===== src/rtl/mem_stage_ld_pkg.sv =====
// ---------------------------------------------------------------------------
// mem_stage_ld_pkg
// Shared definitions for the memory stage:
//   - load-operation encoding carried on the EX->MS bus (ld_op field)
//   - helpers that compute the EX->MS and MS->WB bus widths from the
//     register-file address, data and PC widths
// ---------------------------------------------------------------------------
package mem_stage_ld_pkg;

    localparam int LD_OP_W = 3;

    // Codes 5..7 are unused and behave as a full-word load.
    typedef enum logic [LD_OP_W-1:0] {
        LD_W  = 3'd0,
        LD_B  = 3'd1,
        LD_BU = 3'd2,
        LD_H  = 3'd3,
        LD_HU = 3'd4
    } ld_op_e;

    // {res_from_mem, req_issued, ld_op, gr_we, dest, alu_res, pc}
    function automatic int es_to_ms_bus_wd(input int rf_aw, input int xlen, input int pc_w);
        return 2 + LD_OP_W + 1 + rf_aw + xlen + pc_w;
    endfunction

    // {gr_we, dest, final_res, pc}
    function automatic int ms_to_ws_bus_wd(input int rf_aw, input int xlen, input int pc_w);
        return 1 + rf_aw + xlen + pc_w;
    endfunction

endpackage


===== src/rtl/mem_stage_ld_load_ext.sv =====
// ---------------------------------------------------------------------------
// mem_stage_ld_load_ext
// Purely combinational sub-word load extraction for a 32-bit data path.
// Ports:
//   ld_op_i   load operation code (ld_op_e)
//   addr_i    low two address bits selecting byte / halfword lane
//   word_i    full 32-bit word returned by memory
//   result_o  extracted, sign- or zero-extended value
// Misaligned halfword addresses are not flagged; addr_i[0] is ignored for
// halfword loads.
// ---------------------------------------------------------------------------
module mem_stage_ld_load_ext
    import mem_stage_ld_pkg::*;
(
    input  logic [LD_OP_W-1:0] ld_op_i,
    input  logic [1:0]         addr_i,
    input  logic [31:0]        word_i,
    output logic [31:0]        result_o
);

    logic [7:0]  byte_sel;
    logic [15:0] half_sel;

    always_comb begin
        case (addr_i)
            2'd0:    byte_sel = word_i[7:0];
            2'd1:    byte_sel = word_i[15:8];
            2'd2:    byte_sel = word_i[23:16];
            default: byte_sel = word_i[31:24];
        endcase
        half_sel = addr_i[1] ? word_i[31:16] : word_i[15:0];

        result_o = word_i;
        case (ld_op_i)
            LD_B:    result_o = {{24{byte_sel[7]}}, byte_sel};
            LD_BU:   result_o = {24'd0, byte_sel};
            LD_H:    result_o = {{16{half_sel[15]}}, half_sel};
            LD_HU:   result_o = {16'd0, half_sel};
            default: result_o = word_i;
        endcase
    end

endmodule


===== src/rtl/mem_stage_ld.sv =====
// ---------------------------------------------------------------------------
// mem_stage_ld
// Memory stage of the 5-stage pipeline with a variable-latency data-SRAM
// read response (data_ok handshake, responses in request order).
// Ports:
//   clk, reset                 clock, asynchronous active-high reset
//   ws_allowin                 WB can accept
//   ms_allowin                 MS can accept from EX
//   es_to_ms_valid/_bus        EX payload
//   ms_to_ws_valid/_bus        payload to WB {gr_we, dest, final_res, pc}
//   data_sram_data_ok/_rdata   one read response per data_ok pulse
//   flush                      kill stage contents
//   ms_fwd_we/_dest/_data      forwarding view for ID
//   ms_fwd_stall               load in MS still waiting for its data
//   ms_discard_busy            responses of flushed loads still pending
// Only XLEN = 32 is supported by the sub-word extractor.
// ---------------------------------------------------------------------------
module mem_stage_ld
    import mem_stage_ld_pkg::*;
#(
    parameter int XLEN            = 32,
    parameter int PC_W            = 32,
    parameter int RF_AW           = 5,
    parameter int MAX_OUTSTANDING = 2,
    parameter int ES_TO_MS_BUS_WD = es_to_ms_bus_wd(RF_AW, XLEN, PC_W),
    parameter int MS_TO_WS_BUS_WD = ms_to_ws_bus_wd(RF_AW, XLEN, PC_W)
) (
    input  logic                       clk,
    input  logic                       reset,
    input  logic                       ws_allowin,
    output logic                       ms_allowin,
    input  logic                       es_to_ms_valid,
    input  logic [ES_TO_MS_BUS_WD-1:0] es_to_ms_bus,
    output logic                       ms_to_ws_valid,
    output logic [MS_TO_WS_BUS_WD-1:0] ms_to_ws_bus,
    input  logic                       data_sram_data_ok,
    input  logic [XLEN-1:0]            data_sram_rdata,
    input  logic                       flush,
    output logic                       ms_fwd_we,
    output logic [RF_AW-1:0]           ms_fwd_dest,
    output logic [XLEN-1:0]            ms_fwd_data,
    output logic                       ms_fwd_stall,
    output logic                       ms_discard_busy
);

    localparam int CNT_W = $clog2(MAX_OUTSTANDING + 1);

    logic                       ms_valid_q, ms_valid_d;
    logic                       have_data_q, have_data_d;
    logic [CNT_W-1:0]           discard_cnt_q, discard_cnt_d;
    logic [ES_TO_MS_BUS_WD-1:0] bus_q, bus_d;
    logic [XLEN-1:0]            rdata_buf_q, rdata_buf_d;

    logic               res_from_mem, req_issued, gr_we;
    logic [LD_OP_W-1:0] ld_op;
    logic [RF_AW-1:0]   dest;
    logic [XLEN-1:0]    alu_res;
    logic [PC_W-1:0]    pc;

    assign {res_from_mem, req_issued, ld_op, gr_we, dest, alu_res, pc} = bus_q;

    logic            need_data, discarding, resp_mine, ms_ready_go;
    logic            disc_inc, disc_dec;
    logic [XLEN-1:0] ld_word, ld_result, final_res;

    assign need_data   = ms_valid_q && res_from_mem && req_issued;
    assign discarding  = discard_cnt_q != '0;
    // While older flushed responses are still in flight, every data_ok
    // belongs to them, never to the load currently held here.
    assign resp_mine   = data_sram_data_ok && !discarding && need_data && !have_data_q;
    assign ms_ready_go = !need_data || have_data_q || resp_mine;

    assign ms_allowin     = !ms_valid_q || (ms_ready_go && ws_allowin);
    assign ms_to_ws_valid = ms_valid_q && ms_ready_go && !flush;

    // Zero-wait responses pass straight through; stalled ones come from the buffer.
    assign ld_word = have_data_q ? rdata_buf_q : data_sram_rdata;

    mem_stage_ld_load_ext u_load_ext (
        .ld_op_i  (ld_op),
        .addr_i   (alu_res[1:0]),
        .word_i   (ld_word),
        .result_o (ld_result)
    );

    // A load whose request was never issued carries its ALU result through.
    assign final_res = (res_from_mem && req_issued) ? ld_result : alu_res;

    assign ms_to_ws_bus    = {gr_we, dest, final_res, pc};
    assign ms_fwd_we       = ms_valid_q && gr_we;
    assign ms_fwd_dest     = dest;
    assign ms_fwd_data     = final_res;
    assign ms_fwd_stall    = need_data && !ms_ready_go;
    assign ms_discard_busy = discarding;

    // A flushed load that is still owed a response leaves one to be dropped.
    assign disc_inc = flush && need_data && !have_data_q && !resp_mine;
    assign disc_dec = data_sram_data_ok && discarding;

    always_comb begin
        ms_valid_d    = ms_valid_q;
        have_data_d   = have_data_q;
        bus_d         = bus_q;
        rdata_buf_d   = rdata_buf_q;
        discard_cnt_d = discard_cnt_q;

        if (flush) begin
            ms_valid_d  = 1'b0;
            have_data_d = 1'b0;
        end else if (ms_allowin) begin
            ms_valid_d  = es_to_ms_valid;
            have_data_d = 1'b0;
            if (es_to_ms_valid) begin
                bus_d = es_to_ms_bus;
            end
        end else if (resp_mine) begin
            // Not allowed in while holding our response means WB is stalled.
            have_data_d = 1'b1;
            rdata_buf_d = data_sram_rdata;
        end

        if (disc_inc && !disc_dec) begin
            if (discard_cnt_q != CNT_W'(MAX_OUTSTANDING)) begin
                discard_cnt_d = discard_cnt_q + CNT_W'(1);
            end
        end else if (disc_dec && !disc_inc) begin
            discard_cnt_d = discard_cnt_q - CNT_W'(1);
        end
    end

    always_ff @(posedge clk or posedge reset) begin
        if (reset) begin
            ms_valid_q    <= 1'b0;
            have_data_q   <= 1'b0;
            discard_cnt_q <= '0;
            bus_q         <= '0;
            rdata_buf_q   <= '0;
        end else begin
            ms_valid_q    <= ms_valid_d;
            have_data_q   <= have_data_d;
            discard_cnt_q <= discard_cnt_d;
            bus_q         <= bus_d;
            rdata_buf_q   <= rdata_buf_d;
        end
    end

endmodule

===== config.mk =====
export PLATFORM = sky130hd
export DESIGN_NAME = mem_stage_ld
export DESIGN_NICKNAME = d
export VERILOG_FILES = /design/src/rtl/mem_stage_ld_pkg.sv /design/src/rtl/mem_stage_ld_load_ext.sv /design/src/rtl/mem_stage_ld.sv
export SDC_FILE = /design/constraint.sdc
export NUM_CORES = 1
export LEC_CHECK = 0
export CAP_MARGIN = 10
export CORE_MARGIN = 2
export CORE_UTILIZATION = 47
export DETAILED_ROUTE_END_ITERATION = 8
export MAX_ROUTING_LAYER = met4
export PLACE_DENSITY = 0.84
export SETUP_SLACK_MARGIN = 0.15
export SLEW_MARGIN = 25
export SYNTH_ARGS = -nofsm -noshare
export SYNTH_HDL_FRONTEND = slang
export SYNTH_SLANG_ARGS = --single-unit

===== constraint.sdc =====
create_clock -name clk -period 5 [get_ports clk]
set_clock_uncertainty 0.2 [all_clocks]
set_input_delay 0.5 -clock clk [delete_from_list [all_inputs] [get_ports clk]]
set_output_delay 0.5 -clock clk [all_outputs]
set_load 0.01 [all_outputs]

==> results of run 1 <==
stage by stage:
stage                     setup WS [ps]  instance area (sq um)
after CTS                           803                   8180
after global placement             1140                   7890
after detailed placement           1010                   7890
after floorplan                    1370                   6070
after global routing                621                   8180
final                               819                   8180
critical path: stages, from the launching register on:
cell,delay [ps]
dfrtp_2,690
mux2i_1,270
mux4_2,560
o41ai_4,490
a31o_4,320
o22a_1,210
clkdlybuf4s50_1,570
routing by layer:
layer	track usage	up-vias
li1	-	2061
met1	0.282	2273
met2	0.415	206
met3	0.0514	38
met4	0.0971	0
met5	-	-
layout by cell type (no fill, tap or decap), types with 2 or more instances in the layout:
master	synthesis	final
inv_6	0	4
clkbuf_16	0	9
a21oi_1	6	6
and3_1	2	2
nand3_1	12	11
and3b_1	3	2
mux2i_1	26	26
clkdlybuf4s50_1	0	224
nand2_1	21	21
nand2b_1	2	2
mux4_2	2	2
mux2_2	114	114
inv_1	5	4
nor2_1	30	30
and2_1	2	2
o21ai_0	10	9
nor3b_1	4	4
o22a_1	28	28
o32a_1	2	2
buf_4	75	8
clkinvlp_4	0	2
a32oi_1	6	6
nor3_1	2	2
o221ai_1	6	6
dfrtp_1	111	110
sequential cells by signal, indices dropped and copies added, names as in the netlist:
| register | cells |
|---|---|
| bus_q | 75 |
| discard_cnt_q | 2 |
| have_data_q | 1 |
| ms_valid_q | 1 |
| rdata_buf_q | 32 |
cell type report:
type,count,area share
clock buffer,9,0.0275
timing repair buffer,232,0.281
multi-input combinational,295,0.314
clock inverter,7,0.00749
tap,172,0.0263
sequential,111,0.340
inverter,6,0.00336
kinds of logic (layout without fill, tap and decap cells):
family | Yosys count | in the layout | share of synthesized area
xor gates and xnor gates | 2 | 2 | 0.00289
DFF | 111 | 111 | 0.458
muxes | 142 | 142 | 0.262
and+or+nand+nor | 81 | 81 | 0.0619
AOI/OAI and AO/OA | 69 | 69 | 0.0942
adders and majority gates | 1 | 1 | 0.00165
buffers and inverters | 111 | 254 | 0.120
power breakdown:
group,internal (mW),switching (mW)
clock network,0.348,0.349
logic,0.720,0.510
registers,1.07,0.120
worst paths after layout:
| path | to | from | slack, ps |
|---|---|---|---|
| setup / recovery | ms_to_ws_bus[62] | have_data_q | 820 |
| setup reg to reg | bus_q[9] | discard_cnt_q[0] | 2010 |
| min in group asynchronous | bus_q[26] | reset | 420 |
| max in group asynchronous | bus_q[49] | reset | 3200 |
| hold / removal | rdata_buf_q[10] | rdata_buf_q[10] | 310 |
| hold reg to reg | rdata_buf_q[10] | rdata_buf_q[10] | 310 |
==> tab_implementation.tex, run 1 <==
\begin{tabular}{lr}
\hline
Metric & Value \\
\hline
\multicolumn{2}{l}{\textbf{Floorplanning}} \\
\quad Placeable core area & 12600 sq um \\
\quad Die span in y & 118 microns \\
\quad Die area & 13800 sq um \\
\quad Starting density of the core & 0.481 \\
\quad Number of cell rows & 41 \\
\quad Overall die width & 118 microns \\
\quad Number of top-level pins & 225 \\
\multicolumn{2}{l}{\textbf{Clocking}} \\
\quad Clock tree from TritonCTS & yes \\
\quad Total of cells resized after clock tree synthesis & 0 \\
\quad Max clock buf depth & 2 \\
\quad Number of hold buffers added after cts & 0 \\
\quad CTS sink cnt & 111 \\
\quad Root buffer cell & clkbuf\_16 \\
\quad Number of H-tree levels & 3 \\
\quad Clk slew on worst S/H paths & 70 ps \\
\quad Post-CTS Setup Inserts & 0 \\
\quad Number of buffers added by the clock tree synthesis step & 9 \\
\quad Worst skew pair latency & 360 ps \\
\multicolumn{2}{l}{\textbf{STA}} \\
\quad Worst max-slew margin expressed relative to the limit & 0.390 \\
\quad Setup repair after global routing missed its margin & no \\
\quad Period utilization & 0.836 \\
\quad Final setup violation count & 0 \\
\quad Max Clk Rate & 0.239 GHz \\
\quad Final Max Slew Viols & 0 \\
\quad Final Critical Period & 4180 ps \\
\quad Final-report hold violation count & 0 \\
\quad Setup\_tns & 0 ps \\
\quad Hold WS & 305 ps \\
\quad Slew at the pin with the worst max-slew slack & 915 ps \\
\multicolumn{2}{l}{\textbf{Global route}} \\
\quad GRT Resource Usage Total & 0.244 \\
\quad Sum of overflow across all layers after global routing & 0 \\
\quad Vias in the first global route & 4826 \\
\quad Maximum number of pins on one net before global-route repair & 80 \\
\quad Number of antenna violations at the first check in global routing & 0 \\
\quad First-pass GRT wire length & 25.6 mm \\
\multicolumn{2}{l}{\textbf{Logic synthesis}} \\
\quad Area of the mapped netlist & 6070 sq um \\
\quad Syn. warnings & 0 \\
\quad FFs w/ async S/R, synth & 1.00 \\
\quad Sequential share of the synthesized area & 0.458 \\
\quad Number of enable flip-flop cells after synthesis & 0 \\
\quad Netlist cell types & 42 \\
\quad Dominant cell by count in the synthesized netlist & mux2\_2 \\
\quad Cell types with the highest counts after synthesis & mux2\_2 (114), dfrtp\_1 (111), buf\_4 (75) \\
\quad Dominant cell type by area after synthesis & dfrtp\_1 \\
\quad Syn Nets & 630 \\
\quad Commonest register cell after synthesis & dfrtp\_1 \\
\quad Count of state elements after synthesis & 111 \\
\quad Count of mapped cells out of synthesis & 517 \\
\quad Average instance area after synthesis & 11.7 sq um \\
\quad Leading cell types by total area after synthesis & dfrtp\_1 (46\%), mux2\_2 (21\%), buf\_4 (9.3\%), mux2i\_1 (4.3\%), o22a\_1 (4.0\%) \\
\quad Share of Yosys cell area claimed by the top area cell type & 0.458 \\
\multicolumn{2}{l}{\textbf{Route}} \\
\quad Count of TritonRoute iterations in the first routing pass & 5 \\
\quad Number of remaining DRC errors & 0 \\
\quad Metal2 WL & 8.30 mm \\
\quad Total via count in the routed design & 4578 \\
\quad Total Wirelength & 16.2 mm \\
\quad Routed length on met3 & 931 microns \\
\quad Wire length per cell & 19.5 microns \\
\quad Number of nets still failing antenna checks after routing & 0 \\
\quad Highest metal layer used by the detailed router & met4 \\
\quad Post-DR vias/cell & 5.50 \\
\quad Detailed router's first-iteration violation count & 294 \\
\quad Detailed-route wire length on metal 1 & 6.48 mm \\
\multicolumn{2}{l}{\textbf{Worst hold path}} \\
\quad Worst hold path stage count & 1 \\
\quad Hold Crit Class & reg -> reg \\
\multicolumn{2}{l}{\textbf{Worst setup path}} \\
\quad Kind of launch point of the worst setup path & register \\
\quad R2R cell count & 6 \\
\quad Data arrival, critical path & 3480 ps \\
\quad Req. time, crit path & 4300 ps \\
\quad Top fanout value on the critical path & 19 \\
\quad Worst setup EP type & primary output \\
\quad Kind of critical path & reg -> out \\
\multicolumn{2}{l}{\textbf{Pwr}} \\
\quad Total power per unit cell area & 381 nW/um\^{}2 \\
\quad Tot Pwr & 3.12 mW \\
\quad Total leakage power & 3.32 nW \\
\quad VDD IR-drop max & 0.327 mV \\
\multicolumn{2}{l}{\textbf{Cells and area}} \\
\quad Final cell utilization of the core & 0.648 \\
\quad Synthesis-to-layout area growth & 34.8\% \\
\quad Net total in the final layout & 768 \\
\quad Area of combinational cells with multiple inputs & 2570 sq um \\
\quad Register cell area after layout & 2780 sq um \\
\quad Number of filler instances in the final layout & 1008 \\
\quad Fraction of layout instances using a drive strength above 1 & 0.226 \\
\quad Final cell count without fillers & 832 \\
\quad Number of diodes & 0 \\
\multicolumn{2}{l}{\textbf{Place}} \\
\quad DPL Wire Length & 12.4 mm \\
\quad PortBufs & 224 \\
\quad Placed insts & 816 \\
\quad Placer's final routability congestion estimate & 0.902 \\
\multicolumn{2}{l}{\textbf{Run status}} \\
\quad Outcome & completed \\
\multicolumn{2}{l}{\textbf{Flow run}} \\
\quad Number of maximum-capacitance violations & 0 \\
\hline
\end{tabular}
(Power assumes the default switching activity.)
==> inputs of run 2 (changes only) <==
Settings changed: CORE_UTILIZATION 47 to 41, PLACE_DENSITY 0.84 to 0.78.
Clock period 5 ns to 3.6 ns, I/O delays scaled along.
==> tab_implementation.tex, run 2 (synthesis results as in run 1) <==
\begin{tabular}{lr}
\hline
Metric & Value \\
\hline
\multicolumn{2}{l}{\textbf{Pwr}} \\
\quad Total leakage power & 3.69 nW (+11\%) \\
\quad Sequential share of power & 0.375 (-0.006) \\
\quad VDD IR-drop max & 0.263 mV (-20\%) \\
\quad Internal power & 3.00 mW (+40\%) \\
\quad Power share of the clock group & 0.238 (+0.014) \\
\quad Tot Pwr & 4.40 mW (+41\%) \\
\quad Part of the power in combinational logic & 0.387 (-0.008) \\
\quad Net switching power & 1.40 mW (+43\%) \\
\quad Total power per unit cell area & 518 nW/um\^{}2 (+36\%) \\
\quad Switching share of total power & 0.318 (+0.00369) \\
\multicolumn{2}{l}{\textbf{STA}} \\
\quad Worst Slack Setup Final & 204 ps (-615 ps) \\
\quad Final Critical Period & 3400 ps \\
\quad Hold WS & 248 ps (-57.2 ps) \\
\quad Worst max-slew margin expressed relative to the limit & 0.522 (+0.132) \\
\quad Final setup violation count & 0 (unchanged) \\
\quad Slew at the pin with the worst max-slew slack & 715 ps (-200 ps) \\
\quad Setup\_tns & 0 ps (unchanged) \\
\quad Final-report hold violation count & 0 (unchanged) \\
\quad Period utilization & 0.943 \\
\quad Final Max Slew Viols & 0 (unchanged) \\
\quad Setup repair after global routing missed its margin & yes \\
\quad Max Clk Rate & 0.294 GHz \\
\multicolumn{2}{l}{\textbf{Clocking}} \\
\quad Max clock buf depth & 2 (unchanged) \\
\quad Clk slew on worst S/H paths & 80 ps (about the same) \\
\quad CTS sink cnt & 111 (unchanged) \\
\quad Number of H-tree levels & 3 (unchanged) \\
\quad Root buffer cell & clkbuf\_16 \\
\quad Worst skew pair latency & 350 ps (about the same) \\
\quad Clock tree from TritonCTS & yes \\
\quad Number of buffers added by the clock tree synthesis step & 9 (unchanged) \\
\multicolumn{2}{l}{\textbf{Global route}} \\
\quad First-pass GRT wire length & 27.0 mm (+5.4\%) \\
\quad Vias in the first global route & 4926 (+2.1\%) \\
\quad Number of antenna violations at the first check in global routing & 0 (unchanged) \\
\quad Sum of overflow across all layers after global routing & 0 (unchanged) \\
\quad Maximum number of pins on one net before global-route repair & 49 (-39\%) \\
\quad GRT Resource Usage Total & 0.229 (-0.0150) \\
\multicolumn{2}{l}{\textbf{Floorplanning}} \\
\quad Starting density of the core & 0.419 (-0.0617) \\
\quad Number of top-level pins & 225 (unchanged) \\
\quad Die area & 15800 sq um (+14\%) \\
\quad Die span in y & 126 microns (+6.8\%) \\
\quad Overall die width & 126 microns (+6.8\%) \\
\quad Placeable core area & 14500 sq um (+15\%) \\
\quad Number of cell rows & 44 (+7.3\%) \\
\multicolumn{2}{l}{\textbf{Cells and area}} \\
\quad Largest register FFs & 75 (unchanged) \\
\quad Top Registers & bus\_q: 75 flops, rdata\_buf\_q: 32 flops, discard\_cnt\_q: 2 flops \\
\quad Top library cells by usage in the layout, fill and taps aside & clkdlybuf4s50\_1 (176), mux2\_2 (114), dfrtp\_1 (108) \\
\quad Register ranked first by flip-flop count & bus\_q \\
\quad Layout Cell Area excl Fill & 8480 sq um (+3.6\%) \\
\quad Final cell utilization of the core & 0.586 (-0.0629) \\
\quad Synthesis-to-layout area growth & 39.7\% \\
\quad Net total in the final layout & 789 (+2.7\%) \\
\quad Most common cell after layout, fill and taps aside & clkdlybuf4s50\_1 \\
\quad Fraction of layout instances using a drive strength above 1 & 0.263 (+0.0371) \\
\quad Number of diodes & 0 (unchanged) \\
\quad Final cell count without fillers & 865 (+4.0\%) \\
\multicolumn{2}{l}{\textbf{Place}} \\
\quad DPL Wire Length & 13.1 mm (+5.8\%) \\
\quad Pre-CTS setup slack & 108 ps (-902 ps) \\
\quad PortBufs & 224 (unchanged) \\
\quad Placer's final routability congestion estimate & 0.886 (-1.8\%) \\
\quad Post-place instance area & 8050 sq um (+2.0\%) \\
\quad Placed insts & 842 (+3.2\%) \\
\multicolumn{2}{l}{\textbf{Worst setup path}} \\
\quad Kind of critical path & reg -> out \\
\quad Top fanout value on the critical path & 29 (+10) \\
\quad Reg2Reg Launch Point & discard\_cnt\_q[1] \\
\quad Reg2reg setup slack & 1010 ps (-1000 ps) \\
\quad Slowest CP cell & dfrtp\_2 \\
\quad Data arrival, critical path & 2840 ps (-640 ps) \\
\quad CP Buf/Inv Count & 3 (+2) \\
\quad Kind of cell adding the most delay to the critical path & buffers and inverters \\
\quad Largest incremental delay on the critical path & 490 ps (-200 ps) \\
\quad R2R Path End & bus\_q[68] \\
\quad Ordered list of cells on the worst path & buf\_4 -> buf\_8 -> mux2i\_1 -> nand2\_1 -> a32oi\_1 -> nor2\_1 -> o22a\_1 -> clkdlybuf4s50\_1 \\
\quad R2R cell count & 6 (unchanged) \\
\quad Kind of launch point of the worst setup path & register \\
\quad Worst setup EP type & primary output \\
\quad Req. time, crit path & 3040 ps (-1260 ps) \\
\multicolumn{2}{l}{\textbf{Route}} \\
\quad Detailed router's first-iteration violation count & 275 (-6.5\%) \\
\quad Number of nets still failing antenna checks after routing & 0 (unchanged) \\
\quad Count of TritonRoute iterations in the first routing pass & 5 (unchanged) \\
\quad Wire length per cell & 20.3 microns (+4.2\%) \\
\quad Number of remaining DRC errors & 0 (unchanged) \\
\quad Post-DR vias/cell & 5.44 (-1.1\%) \\
\quad Total via count in the routed design & 4707 (+2.8\%) \\
\quad Total Wirelength & 17.6 mm (+8.3\%) \\
\multicolumn{2}{l}{\textbf{Flow run}} \\
\quad Number of maximum-capacitance violations & 0 (unchanged) \\
\multicolumn{2}{l}{\textbf{Worst hold path}} \\
\quad Hold Crit Class & in -> async \\
\multicolumn{2}{l}{\textbf{Run status}} \\
\quad Outcome & completed \\
\hline
\end{tabular}
run 2: cell types whose count changed in the layout (fill, tap and decap cells not counted), sizes merged:
cell	previous run	this run
clkdlybuf4s50	224	176
dlymetal6s2s	0	22
clkinvlp	2	1
buf	8	28
bufinv	0	1
a31o	1	2
dlygate4sd2	0	26
run 2: what timing repair did:
item	4_1_cts	5_1_grt
hold buffers	0	0
endpoints found under the setup margin	39	36
pin swaps	2	1
buffers inserted	5	1
cloned	1	0
gates resized for setup	29	31
run 2: how the worst max path moves through the flow:
| stage | startpoint | end | slack (ps) | depth (start not counted) |
|---|---|---|---|---|
| global route | have_data_q | ms_to_ws_bus[35] | 100 | 8 |
| detailed placement | data_sram_rdata[15] | ms_fwd_data[22] | 110 | 7 |
| global placement | data_sram_rdata[23] | ms_fwd_data[29] | 190 | 7 |
| finish | have_data_q | ms_to_ws_bus[35] | 200 | 8 |
| floorplan | bus_q[32] | ms_to_ws_bus[53] | 830 | 8 |
| CTS | have_data_q | ms_to_ws_bus[35] | 80 | 7 |
run 2: final cells by class:
| type | instances | area, sq um |
|---|---|---|
| fill | 1217 | 6000 |
| sequential | 111 | 2780 |
| multi-input combinational | 296 | 2610 |
| timing repair buffer | 252 | 2520 |
| tap | 184 | 230 |
| clock buffer | 9 | 225 |
| clock inverter | 7 | 85.1 |
| inverter | 6 | 26.3 |
run 2: per-layer routing:
layer  GRT usage  vias to the layer above  part of all wire
met2       0.375                      195              0.51
li1            -                     2110                 -
met1       0.287                     2380              0.41
met5           -                        -                 0
met4      0.0771                        0             0.019
met3      0.0438                       22             0.061
run 2: power by group through the flow:
stage	Clock (mW)	Sequential [mW]	Combinational (mW)
finish	1.05	1.65	1.70
global route	1.13	1.68	1.81
CTS	1.08	1.64	1.73
detailed placement	0	1.66	1.76
global placement	0	1.65	1.72
floorplan	0	1.60	1.11
